===== src/rtl/aurora_tx_framer.sv =====
// aurora_tx_framer: packs a user payload stream into framed packets for the
// Aurora TX FIFO. Each packet is one header word, N payload words and a
// 32-bit additive checksum trailer. Runs entirely in the user_clk domain.
module aurora_tx_framer #(
  parameter logic [15:0] MAGIC = 16'hA5C3,
  parameter int          LEN_W = 8
) (
  input  logic             user_clk,
  input  logic             rst,
  input  logic             channel_rdy,
  input  logic             start,
  input  logic [LEN_W-1:0] pkt_len,
  input  logic [31:0]      src_dat,
  input  logic             src_valid,
  output logic             src_rdy,
  output logic [31:0]      fifo_wr_dat_o,
  output logic             fifo_wr_o,
  input  logic             fifo_full_i,
  output logic             busy,
  output logic [15:0]      pkt_cnt,
  output logic             err_abort,
  output logic             err_len
);

  typedef enum logic [1:0] {
    IDLE    = 2'd0,
    HDR     = 2'd1,
    PAYLOAD = 2'd2,
    TRL     = 2'd3
  } state_t;

  localparam logic [LEN_W-1:0] LEN_ZERO = LEN_W'(0);
  localparam logic [LEN_W-1:0] LEN_ONE  = LEN_W'(1);

  state_t           state_r;
  logic [7:0]       seq_r;
  logic [31:0]      sum_r;
  logic [LEN_W-1:0] remaining_r;
  logic [15:0]      pkt_cnt_r;
  logic             err_abort_r;
  logic             err_len_r;
  logic [15:0]      rem_ext_s;
  logic             can_wr_s;

  // The header length field is the low byte of the latched word count.
  assign rem_ext_s = 16'(remaining_r);

  // A write slot exists only while the link is up and the FIFO has room;
  // a channel drop therefore wins over a full FIFO and suppresses the write.
  assign can_wr_s = channel_rdy & ~fifo_full_i;

  assign busy      = (state_r != IDLE);
  assign pkt_cnt   = pkt_cnt_r;
  assign err_abort = err_abort_r;
  assign err_len   = err_len_r;

  // FIFO write port and source handshake decoded from the registered state;
  // payload words pass straight through with zero latency.
  always_comb begin
    src_rdy       = 1'b0;
    fifo_wr_o     = 1'b0;
    fifo_wr_dat_o = 32'd0;
    case (state_r)
      IDLE: begin
        src_rdy       = 1'b0;
        fifo_wr_o     = 1'b0;
        fifo_wr_dat_o = 32'd0;
      end
      HDR: begin
        fifo_wr_o     = can_wr_s;
        fifo_wr_dat_o = {MAGIC, seq_r, rem_ext_s[7:0]};
      end
      PAYLOAD: begin
        src_rdy       = can_wr_s;
        fifo_wr_o     = can_wr_s & src_valid;
        fifo_wr_dat_o = src_dat;
      end
      TRL: begin
        fifo_wr_o     = can_wr_s;
        fifo_wr_dat_o = sum_r;
      end
      default: begin
        src_rdy       = 1'b0;
        fifo_wr_o     = 1'b0;
        fifo_wr_dat_o = 32'd0;
      end
    endcase
  end

  // Framing state machine with sequence, checksum, length and status registers.
  always_ff @(posedge user_clk or posedge rst) begin
    if (rst) begin
      state_r     <= IDLE;
      seq_r       <= 8'd0;
      sum_r       <= 32'd0;
      remaining_r <= LEN_ZERO;
      pkt_cnt_r   <= 16'd0;
      err_abort_r <= 1'b0;
      err_len_r   <= 1'b0;
    end else begin
      err_abort_r <= 1'b0;
      err_len_r   <= 1'b0;
      case (state_r)
        IDLE: begin
          if (start && (pkt_len == LEN_ZERO)) begin
            err_len_r <= 1'b1;
          end else if (start && channel_rdy) begin
            remaining_r <= pkt_len;
            sum_r       <= 32'd0;
            state_r     <= HDR;
          end
        end
        HDR: begin
          if (!channel_rdy) begin
            err_abort_r <= 1'b1;
            state_r     <= IDLE;
          end else if (!fifo_full_i) begin
            state_r <= PAYLOAD;
          end
        end
        PAYLOAD: begin
          if (!channel_rdy) begin
            err_abort_r <= 1'b1;
            state_r     <= IDLE;
          end else if (src_valid && !fifo_full_i) begin
            sum_r       <= sum_r + src_dat;
            remaining_r <= remaining_r - LEN_ONE;
            if (remaining_r == LEN_ONE) begin
              state_r <= TRL;
            end
          end
        end
        TRL: begin
          if (!channel_rdy) begin
            err_abort_r <= 1'b1;
            state_r     <= IDLE;
          end else if (!fifo_full_i) begin
            seq_r     <= seq_r + 8'd1;
            pkt_cnt_r <= pkt_cnt_r + 16'd1;
            state_r   <= IDLE;
          end
        end
        default: begin
          state_r <= IDLE;
        end
      endcase
    end
  end

endmodule


===== config.mk =====
export PLATFORM = sky130hd
export DESIGN_NAME = aurora_tx_framer
export DESIGN_NICKNAME = d
export VERILOG_FILES = /design/src/rtl/aurora_tx_framer.sv
export SDC_FILE = /design/constraint.sdc
export NUM_CORES = 1
export LEC_CHECK = 0
export CAP_MARGIN = 10
export CORE_UTILIZATION = 53
export CTS_BUF_LIST = sky130_fd_sc_hd__clkbuf_16
export DETAILED_ROUTE_END_ITERATION = 8
export PLACE_DENSITY_LB_ADDON = 0.05
export SYNTH_ARGS = -nofsm -noshare
export SYNTH_HDL_FRONTEND = slang
export SYNTH_SLANG_ARGS = --single-unit

===== constraint.sdc =====
create_clock -name user_clk -period 3.4 [get_ports user_clk]
set_input_delay 0.68 -clock user_clk [delete_from_list [all_inputs] [get_ports user_clk]]
set_output_delay 0.68 -clock user_clk [all_outputs]
set_load 0.005 [all_outputs]

# Word-level counts from Yosys, hierarchy flattened
# Cells that the tools add are included.
word_totals:
  register_bits: 68
  out_inout_bits: 53
  inputBits: 46
op_classes:
  eq_ne: 12
  addsub: 4
  mux: 27
  bitwise_logic: 3
  n_reduce_logical: 13
op_table:
  columns: ["cell", "n"]
  rows:
  - ["$mux 32", 4]
  - ["$pmux 32 s4", 1]
  - ["$pmux 32 s2", 1]
  - ["$add 32x32->32", 1]
  - ["$mux 8", 4]
  - ["$mux 2", 9]
  - ["$add 16x1->16 const B", 1]
  - ["$pmux 8 s2", 1]
  - ["$ne 3x3->1 const B", 4]
  - ["$add 8x1->8 const B", 1]
  - ["$eq 8x1->1 const B", 1]
  - ["$logic_not 8->1", 1]
  - ["$ne 2x2->1 const B", 4]
  - ["$pmux 2 s4", 1]
  - ["$sub 8x1->8 const B", 1]
  - ["$reduce_and 6->1", 1]
  - ["$mux 1", 5]
  - ["$reduce_and 5->1", 1]
  - ["$eq 2x2->1 const B", 2]
  - ["$reduce_bool 2->1", 2]
  - ["$logic_and 1x1->1", 3]
  - ["$pmux 1 s3", 1]
  - ["$reduce_and 3->1", 1]
  - ["$reduce_or 3->1", 1]
  - ["6 further kinds", 7]

# Logic depth before layout (Yosys ltp)
# Gate-level depths: netlist of run 1.
logic_depth:
  word_depth: 5
  depth_mapped: 11

# Least setup slack after synthesis of run 1
# OpenSTA, ideal clock, no wires.
synth_path:
  path_kind: "input port to flip-flop"
  startpoint: "input src_dat[0]"
  endpoint: "register sum_r[28]"
  path_stages: 11
  arrival_time_ns: 2.593
  required_time_ns: 3.266
  setup_slack_ns: 0.672
  cell_sequence: "ha_1 -> inv_1 -> fa_1 -> nor2b_1 -> o2111ai_1 -> a21oi_1 -> nor3_1 -> a31o_2 -> o2111ai_1 -> o211a_1 -> o211ai_1"
synth_via:
  elab_chain_len: 4
synth_lines:
  columns: ["element", "line_no", "rtl"]
  rows:
  - ["from (decl)", "13", "input logic [31:0] src_dat,"]
  - ["$add 32x32->32", "126", "sum_r <= sum_r + src_dat;"]
  - ["$mux 32", "125", "end else if (src_valid && !fifo_full_i) begin"]
  - ["$mux 32", "122", "if (!channel_rdy) begin"]
  - ["$pmux 32 s2", "103", "case (state_r)"]
  - ["to (signal assigned)", "126", null]
  - ["to (decl)", "37", "logic [31:0] sum_r;"]
# Every way passes these cells. The select of a mux whose other input is x is not followed.
# A chain may end at the register's enable or synchronous reset.

# Worst setup path in the final report of run 1
layout_path:
  startpoint: "input src_dat[1]"
  endpoint: "register sum_r[29]"
# Same word-level chain as after synthesis.

==> results.yml, run 1 <==
die:
  io_pins: 99
  start_util_pct: 55.0
  die_x_um: 100
  die_y_um: 100
  fp-row-count: 35
  die_area_um2: 10100
  core_region_area_um2: 9330
detailed_routing:
  vias: 4844
  remaining_drc_errors: 0
  vias_per_cell: 5.75
  routedWlPerCell_um: 15.7
  drt_iter0_markers: 203
  drt-total-wl_um: 13200
  first_pass_iters: 6
  ant_nets: 0
yosys:
  avgSynthCellArea_um2: 8.49
  synth_ff_type: "dfrtp_1"
  ys_top_cells_by_count: "nand2_1, dfrtp_1, o21ai_0"
  async_reset_ff_share_pct: 100
  synth_top_area_share_pct: 33.2
  yosys.area.top_type: "dfrtp_1"
  syn_area_um2: 5130
  synth_most_common_cell: "nand2_1"
  synth_edf_count: 0
  synth_cells: 604
  yosysUniqueCellTypes: 59
  synth_area_leaders: "dfrtp_1, ha_1, nand2_1"
  yosys_warnings: 0
  ys_seq_elements: 68
  syn-num-nets: 686
  synth-seq-area-share_pct: 33.2
clock_network:
  htree_levels: 3
  insertion_delay_ns: 0.34
  root_buffer: "clkbuf_16"
  cts-buffers-inserted: 9
  cts_tree: "done"
  clk_pin_slew_ns: 0.06
  ctsHoldBuffers: 0
  clockBufferDepth: 2
  cts_num_sinks: 68
  cts_resized: 0
  postCtsSetupBuffers: 0
hold_path:
  hp-start: "pkt_cnt[15]$_DFFE_PP0P_"
  hold_depth: 1
  min_to: "pkt_cnt[15]$_DFFE_PP0P_"
  hold_class: "reg -> reg"
sta:
  rsz0062_at_grt: "false"
  slew_headroom_pct: 58.3
  fmax_ghz: 0.315
  tightest_slew_ns: 0.625
  period_share_pct: 93.3
  hold_viol_final: 0
  maxSlewViolCount: 0
  post-route-min-period_ns: 3.17
  setup_viol: 0
  setup_tns_ns: 0
  finalClockSkew_ns: 0.00902
cells_and_area:
  area_delta_synth_final_pct: 28.2
  nFillCells: 778
  drive_gt1_share_pct: 7.57
  fin_nets: 790
  regArea_um2: 1700
  multi_input_area_um2: 3180
  num_antenna_cells: 0
  final_cell_area_um2: 6570
global_routing:
  antenna_found_initial: 0
  grt_pass1_vias: 4594
  track_usage_pct: 27.2
  grt_max_degree: 34
  grt_pass1_wl_um: 21900
  grt-ovfl-total: 0
power:
  p_per_area_nw_per_um2: 393
  p_leak_nw: 2.83
  peakVddDrop_uv: 252
setup_path:
  timing.rr.start: "sum_r[1]$_DFFE_PP0P_"
  cp-end-kind: "register"
  rr_endpoint: "sum_r[29]$_DFFE_PP0P_"
  reg2reg_setup_slack_ns: 0.61
  cp_max_fo: 3
  crit_required_ns: 3.62
  startpoint_type: "input pin"
  cp.arrival_ns: 3.39
  r2r_cells: 9
  worst-setup-path-type: "in -> reg"
run:
  maxCapViolCount: 0
placed_design:
  dp_hpwl_um: 9750
  numPortBuffers: 98
  place_area_um2: 6280
  gp_congestion: 0.901
status:
  status: "finished, final reports clean"
-- logic make-up (layout without fill, tap and decap cells) --
kind of cell               count (synthesis)  after routing  synth area share, %
and+or+nand+nor                          188            188                 17.4
AOI/OAI and AO/OA                        186            186                 22.2
DFF                                       68             68                 33.2
buffers and inverters                     51            160                 4.88
xor gates and xnor gates                  49             49                 8.37
adders and majority gates                 36             36                 8.93
muxes                                     26             26                 5.12
-- report_power, final --
group,switching (W),internal (W),leakage [nW]
registers,0.0000904,0.000875,0.923
clock network,0.000369,0.000565,0.147
logic,0.000344,0.000342,1.76
-- worst max-delay path, cell delays in order --
cell and delay, ns:
clkdlybuf4s50_1 0.45, ha_1 0.32, a211oi_1 0.36, o211ai_1 0.23, a31oi_1 0.31, nor4_1 0.12, o21ai_1 0.20, a21oi_1 0.10
or3_1 0.36, a32o_1 0.25
-- cells in the final DEF (no fill, tap or decap), types with 3 or more instances in the layout --
| cell type | count |
|---|---|
| mux2i_1 | 24 |
| or3_1 | 3 |
| nor3_1 | 13 |
| or2_2 | 3 |
| xnor2_1 | 28 |
| o22ai_1 | 3 |
| o21bai_1 | 7 |
| and3_1 | 6 |
| a31o_2 | 4 |
| xor2_1 | 21 |
| nand2_1 | 80 |
| nand4_1 | 9 |
| buf_4 | 22 |
| clkdlybuf4s50_1 | 98 |
| o211ai_1 | 5 |
| o21ai_1 | 4 |
| inv_1 | 23 |
| a22o_1 | 4 |
| dfrtp_1 | 67 |
| a21oi_1 | 49 |
| nor2b_1 | 13 |
| a21o_1 | 10 |
| a211oi_1 | 4 |
| nand3_1 | 14 |
| o21ai_0 | 59 |
| nor2_1 | 34 |
| o31ai_1 | 3 |
| clkbuf_16 | 9 |
| clkinv_2 | 3 |
| a31oi_1 | 13 |
| ha_1 | 35 |
| nand2b_1 | 3 |
-- cell type report --
class | count | share of cell area [%]
Clock buffer | 9 | 3.43
Clock inverter | 7 | 1.01
Inverter | 24 | 1.37
Multi-Input combinational cell | 485 | 48.4
Sequential cell | 68 | 25.9
Tap cell | 129 | 2.46
Timing Repair Buffer | 120 | 17.4
-- stage by stage --
step	utilization, %	setup slack [ns]	power (W)	hold WS [ns]	std cells
finish	70.5	0.227	0.00259	0.475	842
global route	70.5	0.0793	0.00271	0.501	842
CTS	70.4	0.233	0.00259	0.476	842
detailed placement	67.3	-0.0949	0.00166	0.468	826
global placement	67.3	-0.0352	0.00164	0.460	826
floorplan	-	0.672	0.00137	0.445	604
-- state kept, by name, indices dropped and copies added (netlist names) --
name and flops:
seq_r 8, state_r 2, sum_r 32, pkt_cnt 16, remaining_r 8, err_len 1, err_abort 1
-- worst max path at each step --
stage / startpoint / end / slack, ns / depth (start not counted)
2_1_floorplan: src_dat[0] / sum_r[28]$_DFFE_PP0P_ / 0.67 / 11
3_3_place_gp: src_dat[0] / sum_r[28]$_DFFE_PP0P_ / -0.04 / 12
3_5_place_dp: src_dat[0] / sum_r[28]$_DFFE_PP0P_ / -0.09 / 12
4_1_cts: src_dat[0] / sum_r[28]$_DFFE_PP0P_ / 0.23 / 12
5_1_grt: src_dat[1] / sum_r[29]$_DFFE_PP0P_ / 0.08 / 10
6_report: src_dat[1] / sum_r[29]$_DFFE_PP0P_ / 0.23 / 10
-- layer usage --
layer | wire (um) | vias to the layer above | track usage, %
li1 | - | 2381 | -
met1 | 6170 | 2316 | 36.4
met2 | 6330 | 131 | 45.9
met3 | 539 | 16 | 3.41
met4 | 154 | 0 | 7.92
met5 | 0 | - | 0
Note: power is estimated with default switching activity, not from simulation.
==> run 2: changes to the inputs <==
Settings changed: CTS_CLUSTER_DIAMETER set to 60.
==> results of run 2 <==
Same layout as run 1: the final DEF is identical, and so are final timing and power.
==> run 3: changes to the inputs <==
Settings changed: MAX_ROUTING_LAYER set to met4.
==> run 3 against run 2 <==
  * Flip-flop and latch count unchanged
  * Sequential power decreased by 0.4%
  * Highest routed layer unchanged
  * Critical path type unchanged
  * Global-route usage grew 1.2 points
==> results.yml, run 3 (synthesized netlist as in run 1, its figures left out) <==
status:
  status: "finished, final reports clean"
die:
  start_util_pct: 55.0
  die_x_um: 100
  die_area_um2: 10100
  fp-row-count: 35
  core_region_area_um2: 9330
  io_pins: 99
  die_y_um: 100
setup_path:
  cp_max_fo: 3
  cp-endpoint: "sum_r[28]$_DFFE_PP0P_"
  crit_cells: 12
  startpoint_type: "input pin"
  worst-setup-path-type: "in -> reg"
  r2r_cells: 9
  startpoint: "src_dat[0]"
  path_cells: "clkdlybuf4s50_1 > ha_1 > inv_1 > fa_1 > nor2b_1 > o2111ai_1 > a21oi_1 > nor3_1 > a31o_2 > o2111ai_2 > o211a_1 > o211ai_1"
  crit_family: "compound AO/OA/AOI/OAI gates"
  cpPeakStageDelay_ns: 0.49
  cp.arrival_ns: 3.32
  timing.rr.start: "sum_r[1]$_DFFE_PP0P_"
  cp.buffers_inverters: 2
  rr_endpoint: "sum_r[15]$_DFFE_PP0P_"
  reg2reg_setup_slack_ns: 0.69
  cp_slowest_cell: "clkdlybuf4s50_1"
  crit_required_ns: 3.61
  cp-end-kind: "register"
clock_network:
  clk_pin_slew_ns: 0.06
  postCtsSetupBuffers: 0
  root_buffer: "clkbuf_16"
  insertion_delay_ns: 0.34
  cts_num_sinks: 68
  htree_levels: 3
  ctsHoldBuffers: 0
  clockBufferDepth: 2
  cts_tree: "done"
  cts-buffers-inserted: 9
cells_and_area:
  mostFrequentLayoutCell: "clkdlybuf4s50_1"
  most-common-layout-cells: "clkdlybuf4s50_1, nand2_1, dfrtp_1"
  final_cell_area_um2: 6600
  largest_reg_flops: 32
  regArea_um2: 1700
  fin_nets: 790
  area_delta_synth_final_pct: 28.7
  largest_register: "sum_r"
  nFillCells: 789
  multi_input_area_um2: 3180
  drive_gt1_share_pct: 7.57
  num_antenna_cells: 0
placed_design:
  place_area_um2: 6280
  numPortBuffers: 98
  gp_congestion: 0.920
  dp_hpwl_um: 9790
global_routing:
  grt_pass1_wl_um: 22000
  grt_max_degree: 34
  antenna_found_initial: 0
  use_met2_pct: 45.9
  use_met1_pct: 36.4
  busiest_layer: "met2"
  met3_usage_pct: 4.11
  grt-ovfl-total: 0
  grt_pass1_vias: 4585
  track_usage_pct: 28.4
hold_path:
  hold_class: "reg -> reg"
sta:
  slew_headroom_pct: 58.1
  rsz0062_at_grt: "false"
  finalClockSkew_ns: 0.00854
  fmax_ghz: 0.321
  setup_viol: 0
  tightest_slew_ns: 0.627
  hold_viol_final: 0
  period_share_pct: 91.5
  setup_tns_ns: 0
  whs_ns: 0.473
  maxSlewViolCount: 0
  post-route-min-period_ns: 3.11
power:
  total_power_w: 0.00266
  seq_power_share_pct: 36.1
  p_per_area_nw_per_um2: 404
  peakVddDrop_uv: 289
  clockPowerShare_pct: 38.0
  p_leak_nw: 2.84
  p_int_w: 0.00186
  pwr-share-comb_pct: 25.8
  p_sw_w: 0.000806
  swShare_pct: 30.3
detailed_routing:
  vias: 4850
  ant_nets: 0
  first_pass_iters: 4
  drt_iter0_markers: 213
  routedWlPerCell_um: 15.9
  vias_per_cell: 5.76
  remaining_drc_errors: 0
  drt-total-wl_um: 13300
run:
  maxCapViolCount: 0
[run 3: changes by cell type in the layout (fill, tap and decap cells not counted), sizes merged]
cell,change
bufinv,+1
inv,-1
[run 3: worst min-delay path by stage]
stage,from,to,cells after the start
finish,pkt_cnt[15]$_DFFE_PP0P_,pkt_cnt[15]$_DFFE_PP0P_,1
global route,seq_r[7]$_DFFE_PP0P_,seq_r[7]$_DFFE_PP0P_,1
CTS,pkt_cnt[15]$_DFFE_PP0P_,pkt_cnt[15]$_DFFE_PP0P_,1
detailed placement,pkt_cnt[15]$_DFFE_PP0P_,pkt_cnt[15]$_DFFE_PP0P_,1
global placement,pkt_cnt[15]$_DFFE_PP0P_,pkt_cnt[15]$_DFFE_PP0P_,1
floorplan,seq_r[7]$_DFFE_PP0P_,seq_r[7]$_DFFE_PP0P_,1
[run 3: power groups by stage]
stage	sequential [W]	combinational [W]	clock (W)
final	0.000962	0.000688	0.00101
after CTS	0.000963	0.000688	0.00102
after global placement	0.000974	0.000669	0
after global routing	0.000976	0.000765	0.00105
after detailed placement	0.000977	0.000680	0
after floorplan	0.000945	0.000429	0
[run 3: through the flow]
| stage | cells | setup WS, ns | util [%] |
|---|---|---|---|
| floorplan | 604 | 0.672 | - |
| global placement | 826 | -0.0314 | 67.3 |
| detailed placement | 826 | -0.0837 | 67.3 |
| CTS | 842 | 0.244 | 70.7 |
| global route | 842 | 0.0919 | 70.7 |
| finish | 842 | 0.288 | 70.7 |
[run 3: cell type report]
cell class	count	share of cell area, %
Clock inverter	7	1.38
Multi-Input combinational cell	485	48.2
Clock buffer	9	3.41
Inverter	24	1.37
Timing Repair Buffer	120	17.4
Sequential cell	68	25.8
Tap cell	129	2.45
[run 3: metal layers]
metal  vias up  wire [um]
met4         0        261
met1      2319       6170
met2       130       6280
li1       2377          -
met5         -          0
met3        24        630
[run 3: what timing repair did]
item / CTS / global route
gates resized for setup: 0 / 1
setup endpoints to repair: 0 / 1
hold endpoints to repair: 0 / 0
